### config.mk
export PLATFORM = sky130hd
export DESIGN_NAME = alu_seq_flat
export DESIGN_NICKNAME = d
export VERILOG_FILES = /design/src/rtl/alu_seq_pkg.sv /design/src/rtl/alu_seq_if.sv /design/src/rtl/alu_seq.sv /design/src/flat_wrapper.sv
export SDC_FILE = /design/constraint.sdc
export NUM_CORES = 1
export LEC_CHECK = 0
export ABC_AREA = 0
export CORE_MARGIN = 2
export CORE_UTILIZATION = 53
export DETAILED_ROUTE_END_ITERATION = 8
export HOLD_SLACK_MARGIN = 0.05
export PLACE_DENSITY_LB_ADDON = 0.12
export SYNTH_ARGS = -nofsm -noshare
export SYNTH_HDL_FRONTEND = slang
export SYNTH_SLANG_ARGS = --single-unit
### constraint.sdc
create_clock -name clk -period 3.1 [get_ports clk]
set_input_delay 0.31 -clock clk [delete_from_list [all_inputs] [get_ports clk]]
set_output_delay 0.31 -clock clk [all_outputs]
set_load 0.005 [all_outputs]
### src/rtl/alu_seq_pkg.sv
// Shared types and ALU command encodings for the multi-precision ALU sequencer.
package alu_seq_pkg;

  typedef enum logic [2:0] {
    OP_ADD  = 3'd0,
    OP_SHL1 = 3'd1,
    OP_SHR1 = 3'd2,
    OP_XOR  = 3'd3,
    OP_AND  = 3'd4,
    OP_OR   = 3'd5,
    OP_SUB  = 3'd6,
    OP_NOT  = 3'd7
  } op_e;

  typedef enum logic [1:0] {
    IDLE = 2'd0,
    RUN  = 2'd1,
    DONE = 2'd2
  } state_e;

  localparam logic [2:0] ALU_ADD = 3'b000;
  localparam logic [2:0] ALU_SHL = 3'b001;
  localparam logic [2:0] ALU_SHR = 3'b010;
  localparam logic [2:0] ALU_NOT = 3'b111;

  // Bitwise ops leave the carry chain untouched and report cout=0.
  function automatic logic is_bitwise(op_e op);
    return op inside {OP_XOR, OP_AND, OP_OR, OP_NOT};
  endfunction

endpackage

### src/rtl/alu_seq_if.sv
// Request/response bundle between the control unit (master) and alu_seq (slave).
interface alu_seq_if #(parameter int NBYTES = 4);
  import alu_seq_pkg::*;

  logic                  start;
  op_e                   op;
  logic [8*NBYTES-1:0]   a_in;
  logic [8*NBYTES-1:0]   b_in;
  logic                  cin;
  logic                  ready;
  logic                  done;
  logic [8*NBYTES-1:0]   result_out;
  logic                  cout_out;
  logic                  zero_out;
  logic                  pari_out;

  modport master (
    output start, op, a_in, b_in, cin,
    input  ready, done, result_out, cout_out, zero_out, pari_out
  );

  modport slave (
    input  start, op, a_in, b_in, cin,
    output ready, done, result_out, cout_out, zero_out, pari_out
  );

endinterface

### src/rtl/alu_seq.sv
// Drives an external 8-bit combinational alu one byte per cycle to perform an
// NBYTES-wide operation, chaining carry/shift bits between bytes.
module alu_seq
  import alu_seq_pkg::*;
#(
  parameter int NBYTES = 4
) (
  input  logic        clk,
  input  logic        rst_n,
  alu_seq_if.slave    bus,
  output logic [2:0]  alu_cmd,
  output logic [7:0]  alu_accum,
  output logic [7:0]  alu_op,
  output logic        alu_cin,
  input  logic [7:0]  alu_result,
  input  logic        alu_cout
);

  localparam int W  = 8 * NBYTES;
  localparam int IW = $clog2(NBYTES);

  localparam logic [1:0] ST_IDLE = IDLE;
  localparam logic [1:0] ST_RUN  = RUN;
  localparam logic [1:0] ST_DONE = DONE;
  localparam logic [IW-1:0] LAST_IDX = IW'(NBYTES - 1);

  logic [1:0]    state_q,  state_d;
  logic [IW-1:0] idx_q,    idx_d;
  logic [W-1:0]  a_q,      a_d;
  logic [W-1:0]  b_q,      b_d;
  logic [W-1:0]  buf_q,    buf_d;
  logic [W-1:0]  result_q, result_d;
  op_e           op_q,     op_d;
  logic          carry_q,  carry_d;
  logic          cout_q,   cout_d;
  logic          zero_q,   zero_d;
  logic          pari_q,   pari_d;

  logic [IW-1:0] lane;
  logic [7:0]    a_byte;
  logic [7:0]    b_byte;

  // SHR1 walks MSB to LSB so the shifted-in bit enters the top byte first.
  always_comb begin
    lane   = (op_q == OP_SHR1) ? (LAST_IDX - idx_q) : idx_q;
    a_byte = a_q[{lane, 3'b000} +: 8];
    b_byte = b_q[{lane, 3'b000} +: 8];
  end

  // NOTE: every output gets a default before the case, so no path leaves a
  // signal unassigned and no latch is inferred.
  always_comb begin
    alu_cmd   = 3'b000;
    alu_accum = 8'h00;
    alu_op    = 8'h00;
    alu_cin   = 1'b0;
    if (state_q == ST_RUN) begin
      alu_accum = a_byte;
      case (op_q)
        OP_ADD:  begin alu_cmd = ALU_ADD; alu_op = b_byte;  alu_cin = carry_q; end
        OP_SUB:  begin alu_cmd = ALU_ADD; alu_op = ~b_byte; alu_cin = carry_q; end
        OP_SHL1: begin alu_cmd = ALU_SHL; alu_cin = carry_q; end
        OP_SHR1: begin alu_cmd = ALU_SHR; alu_cin = carry_q; end
        OP_NOT:  begin alu_cmd = ALU_NOT; alu_op = b_byte; end
        default: begin alu_cmd = op_q;    alu_op = b_byte; end
      endcase
    end
  end

  always_comb begin
    state_d  = state_q;
    idx_d    = idx_q;
    a_d      = a_q;
    b_d      = b_q;
    buf_d    = buf_q;
    result_d = result_q;
    op_d     = op_q;
    carry_d  = carry_q;
    cout_d   = cout_q;
    zero_d   = zero_q;
    pari_d   = pari_q;
    case (state_q)
      ST_IDLE: begin
        if (bus.start) begin
          a_d     = bus.a_in;
          b_d     = bus.b_in;
          op_d    = bus.op;
          carry_d = (bus.op == OP_SUB) ? 1'b1 : bus.cin;
          idx_d   = '0;
          buf_d   = '0;
          state_d = ST_RUN;
        end
      end
      ST_RUN: begin
        buf_d[{lane, 3'b000} +: 8] = alu_result;
        if (!is_bitwise(op_q)) carry_d = alu_cout;
        idx_d = idx_q + IW'(1);
        if (idx_q == LAST_IDX) begin
          // Publish the completed word, including the byte captured this edge.
          idx_d    = '0;
          result_d = buf_d;
          cout_d   = is_bitwise(op_q) ? 1'b0 : alu_cout;
          zero_d   = (buf_d == '0);
          pari_d   = ^buf_d;
          state_d  = ST_DONE;
        end
      end
      ST_DONE: state_d = ST_IDLE;
      default: state_d = ST_IDLE;
    endcase
  end

  // NOTE: operand and working registers are reset too, so an aborted
  // operation leaves nothing behind; sequential state uses non-blocking <=.
  always_ff @(posedge clk or negedge rst_n) begin
    if (!rst_n) begin
      state_q  <= ST_IDLE;
      idx_q    <= '0;
      a_q      <= '0;
      b_q      <= '0;
      buf_q    <= '0;
      result_q <= '0;
      op_q     <= OP_ADD;
      carry_q  <= 1'b0;
      cout_q   <= 1'b0;
      zero_q   <= 1'b0;
      pari_q   <= 1'b0;
    end else begin
      state_q  <= state_d;
      idx_q    <= idx_d;
      a_q      <= a_d;
      b_q      <= b_d;
      buf_q    <= buf_d;
      result_q <= result_d;
      op_q     <= op_d;
      carry_q  <= carry_d;
      cout_q   <= cout_d;
      zero_q   <= zero_d;
      pari_q   <= pari_d;
    end
  end

  assign bus.ready      = (state_q == ST_IDLE);
  assign bus.done       = (state_q == ST_DONE);
  assign bus.result_out = result_q;
  assign bus.cout_out   = cout_q;
  assign bus.zero_out   = zero_q;
  assign bus.pari_out   = pari_q;

endmodule

### src/flat_wrapper.sv
// flat-port wrapper written by rule: the top's interface ports become plain ports
module alu_seq_flat import alu_seq_pkg::*;
#(
  parameter int NBYTES = 4
)
  (clk, rst_n, alu_cmd, alu_accum, alu_op, alu_cin, alu_result, alu_cout, bus_start, bus_op, bus_a_in, bus_b_in, bus_cin, bus_ready, bus_done, bus_result_out, bus_cout_out, bus_zero_out, bus_pari_out);
  alu_seq_if #(.NBYTES(NBYTES)) bus_i ();
  input  logic clk;
  input  logic rst_n;
  output logic [2:0] alu_cmd;
  output logic [7:0] alu_accum;
  output logic [7:0] alu_op;
  output logic alu_cin;
  input  logic [7:0] alu_result;
  input  logic alu_cout;
  input wire logic [$bits(bus_i.start)-1:0] bus_start;
  input wire logic [$bits(bus_i.op)-1:0] bus_op;
  input wire logic [$bits(bus_i.a_in)-1:0] bus_a_in;
  input wire logic [$bits(bus_i.b_in)-1:0] bus_b_in;
  input wire logic [$bits(bus_i.cin)-1:0] bus_cin;
  output wire logic [$bits(bus_i.ready)-1:0] bus_ready;
  output wire logic [$bits(bus_i.done)-1:0] bus_done;
  output wire logic [$bits(bus_i.result_out)-1:0] bus_result_out;
  output wire logic [$bits(bus_i.cout_out)-1:0] bus_cout_out;
  output wire logic [$bits(bus_i.zero_out)-1:0] bus_zero_out;
  output wire logic [$bits(bus_i.pari_out)-1:0] bus_pari_out;
  assign bus_i.start = bus_start;
  assign bus_i.op = bus_op;
  assign bus_i.a_in = bus_a_in;
  assign bus_i.b_in = bus_b_in;
  assign bus_i.cin = bus_cin;
  assign bus_ready = bus_i.ready;
  assign bus_done = bus_i.done;
  assign bus_result_out = bus_i.result_out;
  assign bus_cout_out = bus_i.cout_out;
  assign bus_zero_out = bus_i.zero_out;
  assign bus_pari_out = bus_i.pari_out;
  alu_seq #(.NBYTES(NBYTES)) u_core (.clk(clk), .rst_n(rst_n), .bus(bus_i), .alu_cmd(alu_cmd), .alu_accum(alu_accum), .alu_op(alu_op), .alu_cin(alu_cin), .alu_result(alu_result), .alu_cout(alu_cout));
endmodule
==> results of run 1 <==
flip-flops by register name (all words and copies together) (netlist names):
name / count
u_core.a_q: 32
u_core.b_q: 32
u_core.buf_q: 32
u_core.bus.cout_out: 1
u_core.bus.pari_out: 1
u_core.bus.result_out: 32
u_core.bus.zero_out: 1
u_core.carry_q: 1
u_core.idx_q: 2
u_core.op_q: 3
u_core.state_q: 2
area by class of cell:
type | count | area, sq um | area share, %
multi-input combinational | 623 | 3586 | 37.06
tap | 176 | 220.2 | 2.276
timing repair buffer | 186 | 1800 | 18.61
clock inverter | 12 | 97.59 | 1.009
inverter | 7 | 26.28 | 0.2716
sequential | 139 | 3478 | 35.95
clock buffer | 20 | 466.7 | 4.823
cell usage in the layout, fill, tap and decap left out, types with 5 or more instances in the layout:
cell,synthesis,layout
dfrtp_1,139,139
and2_1,11,10
nor3_1,10,10
mux2_4,0,6
nor4_1,5,5
nand2b_1,6,6
mux2i_1,5,5
nand3_1,12,12
inv_1,7,7
a21oi_1,23,23
o21ai_0,65,65
dlymetal6s2s_1,0,8
buf_6,2,7
xor2_1,10,10
a31oi_1,7,7
clkdlybuf4s50_1,0,119
a22oi_2,0,8
nand4_1,15,15
nor2_1,33,33
clkinv_2,0,7
mux4_2,15,17
clkbuf_16,0,17
buf_2,5,6
nand2_1,313,312
xnor2_1,25,24
buf_4,2,38
critical path, delay by kind of cell, from the launching register on:
| kind | cells | cell delay (ns) |
|---|---|---|
| AOI/OAI and AO/OA | 1 | 0.14 |
| and+or+nand+nor | 2 | 0.28 |
| buffers and inverters | 4 | 0.55 |
| muxes | 2 | 0.84 |
| xor gates and xnor gates | 1 | 0.13 |
| DFF | 1 | 0.40 |
per-stage QoR:
| stage | util (%) | setup TNS [ns] | instance area [sq um] | power, uW | hold slack, ns |
|---|---|---|---|---|---|
| floorplan | - | 0 | 7249 | 7526 | 0.01441 |
| global placement | 66.62 | -0.1405 | 8857 | 9653 | 0.2856 |
| detailed placement | 66.62 | -0.3865 | 8857 | 9817 | 0.2950 |
| CTS | 71.91 | -0.07261 | 9560 | 12110 | 0.4017 |
| global route | 72.77 | -0.4797 | 9676 | 13270 | 0.4104 |
| finish | 72.77 | 0 | 9676 | 12420 | 0.3995 |
power by group:
group | internal [uW] | total, uW | leakage (uW) | switching [uW]
Combinational | 3740 | 7220 | 0.00251 | 3490
Clock | 1160 | 1930 | 0.000281 | 769
Sequential | 2630 | 3270 | 0.00180 | 640
Total | 7520 | 12400 | 0.00459 | 4900
cell families after synthesis:
logic type / share of synthesized area [%]
AO/OA/AOI/OAI: 10.93
XOR/XNOR: 5.385
adder cells (fa/ha/maj): 0.1726
buffers and inverters: 3.814
flip-flops: 47.98
multiplexers: 7.318
AND/OR/NAND/NOR: 24.40
routing by layer:
metal / vias to the layer above / part of all wire [%] / routed length [um]
li1: 3070 / - / -
met1: 3171 / 42 / 8029
met2: 234 / 50 / 9635
met3: 36 / 5.8 / 1113
met4: 0 / 2.1 / 406
met5: - / 0 / 0
worst min path at each step:
| stage | cells after the start | end | from | slack, ns |
|---|---|---|---|---|
| after floorplan | 0 | u_core.a_q[0] | rst_n | 0.01 |
| after global placement | 1 | u_core.bus.result_out[25] | rst_n | 0.29 |
| after detailed placement | 1 | u_core.bus.result_out[30] | rst_n | 0.30 |
| after CTS | 3 | u_core.a_q[9] | bus_a_in[9] | 0.40 |
| after global routing | 3 | u_core.a_q[14] | bus_a_in[14] | 0.41 |
| final | 2 | u_core.bus.result_out[28] | rst_n | 0.40 |
timing repair:
action | in CTS | in global routing
resized for setup | 38 | 29
setup endpoints to repair | 16 | 16
pin swaps | 5 | 5
endpoints found under the hold margin | 52 | 0
hold buffers | 1 | 0
buffers inserted | 14 | 5
==> flow_metrics.py, run 1 <==
metrics = {
    "placement": {
        "hpwl_um": 13170,
        "dp_slack_ns": -0.09448,
        "dp.cells": 1111,
        "io_buffers": 136,
        "place.gp.congestion": 0.9134,
    },
    "routing": {
        "drt_wl_total_um": 19180,
        "vias": 6511,
        "ant_nets": 0,
        "drt-vias-per-instance": 5.598,
        "dr.pass1.iters": 6,
        "routedWlPerCell_um": 16.50,
        "drc": 0,
        "drt-initial-drc-count": 527,
    },
    "timing": {
        "final-hold-violation-count": 0,
        "post-route-min-period_ns": 3.097,
        "slew_viol_final": 0,
        "fin_worst_skew_ns": 0.006176,
        "timing.final.crit_share_pct": 99.92,
        "rsz0062_at_grt": "yes",
        "setup_violations": 0,
        "fmaxAchievable_mhz": 322.8,
        "slew_headroom_pct": 30.06,
        "setup_ws_ns": 0.002512,
        "tightest_slew_ns": 1.049,
    },
    "yosys": {
        "syn_avg_cell_area_sq_um": 8.755,
        "synth_common_cells": "313 x nand2_1, 139 x dfrtp_1, 65 x o21ai_0, 45 x clkbuf_1, 33 x nor2_1",
        "postSynth.asyncResetShare_pct": 100.0,
        "synth-seq-area-share_pct": 47.98,
        "synth_top_cells_by_area": "dfrtp_1 48%, nand2_1 16%, mux4_2 4.7%",
        "yosysMostFrequentCell": "nand2_1",
        "syn_nets": 909,
        "synth_top_area_share_pct": 47.98,
        "synth-seq-cells": 139,
        "synth_area_sq_um": 7249,
        "yosysTopAreaCell": "dfrtp_1",
        "yosys_warnings": 0,
        "yosys.cell_types.count": 56,
        "synth_edf_count": 0,
        "syn_inst": 828,
        "ys.flop_type": "dfrtp_1",
    },
    "cells_and_area": {
        "nNetsFinal": 1055,
        "layout-drive-gt1-share_pct": 13.68,
        "diodes": 0,
        "fill_cells": 939,
        "instances_no_fill": 1163,
        "area_growth_pct": 33.47,
    },
    "floorplan": {
        "io-pin-count": 137,
        "die_x_um": 121.0,
        "dieArea_sq_um": 14630,
        "die_height_um": 121.0,
        "start_util_pct": 54.53,
        "core_sq_um": 13300,
        "rows": 42,
    },
    "clock_network": {
        "cts-htree-levels": 4,
        "cts.path.max_buffers": 2,
        "clock_latency_ns": 0.43,
        "clk_pin_slew_worst_paths_ns": 0.06,
        "cts_tree": "built",
        "cts-root-buf": "clkbuf_16",
        "cts.sinks": 139,
        "cts_buffers": 17,
    },
    "power_and_ir_drop": {
        "p_leak_uw": 0.004593,
        "p_per_area_nw_per_um2": 1283,
        "ir_drop_v": 0.0006972,
    },
    "worst_setup_path": {
        "r2r_slack_ns": 0.28,
        "worstPathCellList": "nor3b_4 -> buf_6 -> xnor2_4 -> buf_12 -> buf_4 -> mux4_2 -> mux2_4 -> a22oi_2 -> nor2_1 -> buf_2",
        "endpoint_kind": "primary output",
        "critPathKind": "register to primary output",
        "startpoint_type": "register",
        "crit_start": "u_core.op_q[0]",
        "worst_path_max_delay_cell": "mux4_2",
        "worst_r2r_path_depth": 10,
        "cp_max_fo": 5,
        "arrival_ns": 2.79,
        "endpoint": "alu_op[7]",
        "slowest_delay_ns": 0.52,
        "crit_required_ns": 2.79,
        "r2r-end": "u_core.bus.pari_out",
        "r2r_start": "u_core.idx_q[0]",
    },
    "grt": {
        "grtUsageMet1_pct": 34.96,
        "grt.total_usage_pct": 27.13,
        "grt_max_degree": 71,
        "met3_usage_pct": 5.827,
        "grt_pass1_wl_um": 31150,
        "antenna_found_initial": 0,
        "grtUsageMet2_pct": 45.01,
        "grt.busiest_layer": "met2",
        "grt_overflow_total": 0,
        "first_global_vias": 6395,
    },
    "worst_hold_path": {
        "hp-class": "primary input to asynchronous set/reset pin",
    },
    "job": {
        "drv_cap": 0,
    },
    "status": {
        "status": "finished, final reports clean",
    },
}
Note: power is estimated with default switching activity, not from simulation.
==> run 2, diff against run 1 <==
Settings changed: CELL_PAD_IN_SITES_DETAIL_PLACEMENT set to 1, CELL_PAD_IN_SITES_GLOBAL_PLACEMENT set to 1, CORE_UTILIZATION 53 to 39.
==> flow_metrics.py, run 2 (synthesized netlist as in run 1, its figures left out) <==
metrics = {
    "status": {
        "status": "finished, violations left",
        "violations": "setup timing",
    },
    "grt": {
        "grt.total_usage_pct": 23.52,
        "antenna_found_initial": 0,
        "grt_pass1_wl_um": 36680,
        "grt_max_degree": 80,
        "grt_overflow_total": 0,
        "first_global_vias": 7005,
    },
    "timing": {
        "fin_worst_skew_ns": 0.006094,
        "post-route-min-period_ns": 3.228,
        "rsz0062_at_grt": "yes",
        "slew_viol_final": 0,
        "final-hold-violation-count": 0,
        "tightest_slew_ns": 1.183,
        "setup_ws_ns": -0.1283,
        "timing.final.crit_share_pct": 104.1,
        "setup_violations": 6,
        "whs_ns": 0.4059,
        "fmaxAchievable_mhz": 309.8,
        "slew_headroom_pct": 21.15,
    },
    "routing": {
        "drt-initial-drc-count": 361,
        "ant_nets": 0,
        "drt-vias-per-instance": 5.386,
        "drt_wl_total_um": 22980,
        "drc": 0,
        "routedWlPerCell_um": 18.73,
        "dr.pass1.iters": 5,
        "vias": 6609,
    },
    "worst_setup_path": {
        "path_buf_inv": 5,
        "slowest_delay_ns": 0.51,
        "cp_max_fo": 6,
        "worstPathCellList": "nor3b_4 -> buf_6 -> xnor2_4 -> buf_12 -> buf_6 -> buf_6 -> mux4_2 -> mux2_4 -> a22oi_2 -> nor2_1 -> buf_2",
        "critPathKind": "register to primary output",
        "critPathTopFamily": "multiplexers",
        "arrival_ns": 2.92,
        "worst_path_max_delay_cell": "mux4_2",
        "endpoint_kind": "primary output",
        "crit_required_ns": 2.79,
        "startpoint_type": "register",
        "crit_top_cell": "buf_6",
    },
    "power_and_ir_drop": {
        "clockPowerShare_pct": 15.5,
        "p_int_uw": 7755,
        "switching_share_pct": 40.48,
        "ir_drop_v": 0.0007026,
        "p_leak_uw": 0.004535,
        "power_frac_seq_pct": 25.4,
        "p_total_uw": 13030,
        "p_per_area_nw_per_um2": 1328,
        "combPwrFrac_pct": 59.1,
        "p_sw_uw": 5274,
    },
    "cells_and_area": {
        "fill_cells": 2040,
        "area_growth_pct": 35.35,
        "nNetsFinal": 1066,
        "utilization_pct": 54.25,
        "fin_area_sq_um": 9812,
        "multi_input_area_sq_um": 3600,
        "diodes": 0,
        "mostFrequentLayoutCells": "312 x nand2_1, 139 x dfrtp_1, 122 x clkdlybuf4s50_1",
        "seqCellArea_sq_um": 3478,
        "layout-drive-gt1-share_pct": 15.13,
        "final_common_cell": "nand2_1",
    },
    "floorplan": {
        "die_height_um": 140.3,
        "die_x_um": 140.3,
        "dieArea_sq_um": 19700,
        "rows": 49,
        "io-pin-count": 137,
        "core_sq_um": 18090,
        "start_util_pct": 40.08,
    },
    "clock_network": {
        "cts.sinks": 139,
        "cts.path.max_buffers": 2,
        "clock_latency_ns": 0.43,
        "clk_pin_slew_worst_paths_ns": 0.06,
        "cts_tree": "built",
        "cts-root-buf": "clkbuf_16",
        "cts_buffers": 17,
        "cts-htree-levels": 4,
    },
    "placement": {
        "dp_slack_ns": 0.008598,
        "dpl_cell_area_sq_um": 8894,
        "io_buffers": 136,
        "place.gp.congestion": 0.8920,
        "hpwl_um": 15420,
    },
    "job": {
        "drv_cap": 0,
    },
    "worst_hold_path": {
        "hp-class": "primary input to register",
    },
}
-- run 2: through the flow --
step	cells	setup TNS, ns
2_1_floorplan	828	0
3_3_place_gp	1160	0
3_5_place_dp	1160	0
4_1_cts	1216	-0.4071
5_1_grt	1227	-1.529
6_report	1227	-0.5087
-- run 2: path summary, 6_finish.rpt --
path | startpoint | to | slack (ns) | depth (start not counted)
worst max-delay path | u_core.op_q[0] | alu_op[0] | -0.13 | 11
worst min-delay path | bus_b_in[13] | u_core.b_q[13] | 0.41 | 3
worst max register to register | u_core.idx_q[0] | u_core.bus.pari_out | 0.16 | 9
worst min register to register | u_core.bus.result_out[14] | u_core.bus.result_out[14] | 0.46 | 2
max in group asynchronous | rst_n | u_core.buf_q[6] | 1.84 | 3
min in group asynchronous | rst_n | u_core.bus.result_out[30] | 0.48 | 2
-- run 2: timing repair --
action	CTS	global route
setup endpoints to repair	16	16
endpoints found under the hold margin	77	0
pin swaps	9	14
buffers inserted	23	11
gates resized for setup	51	28
hold buffers	1	0
-- run 2: metal layers --
layer,global-route usage [%],wire (um),vias up
li1,-,-,3080
met1,28.79,9441,3315
met2,41.20,12010,179
met3,5.573,1172,35
met4,7.337,359,0
met5,0,0,-
-- run 2: power by group through the flow --
stage / registers (uW) / logic (uW) / clock network (uW)
floorplan: 3070 / 4450 / 0
global placement: 3240 / 6520 / 0
detailed placement: 3300 / 6710 / 0
CTS: 3290 / 7270 / 2060
global route: 3400 / 8360 / 2140
finish: 3310 / 7700 / 2020
-- run 2: worst min-delay path, cell delays in order --
cell	delay, ns
clkdlybuf4s50_1	0.40
nand2_1	0.05
nand2_1	0.04
-- run 2: layout make-up --
type | instances | area share [%]
multi-input cells | 623 | 36.69
clock buffers | 21 | 4.693
well taps | 229 | 2.920
flip-flops and latches | 139 | 35.45
inverters | 7 | 0.2678
clock inverters | 11 | 1.224
repair buffers | 197 | 18.76
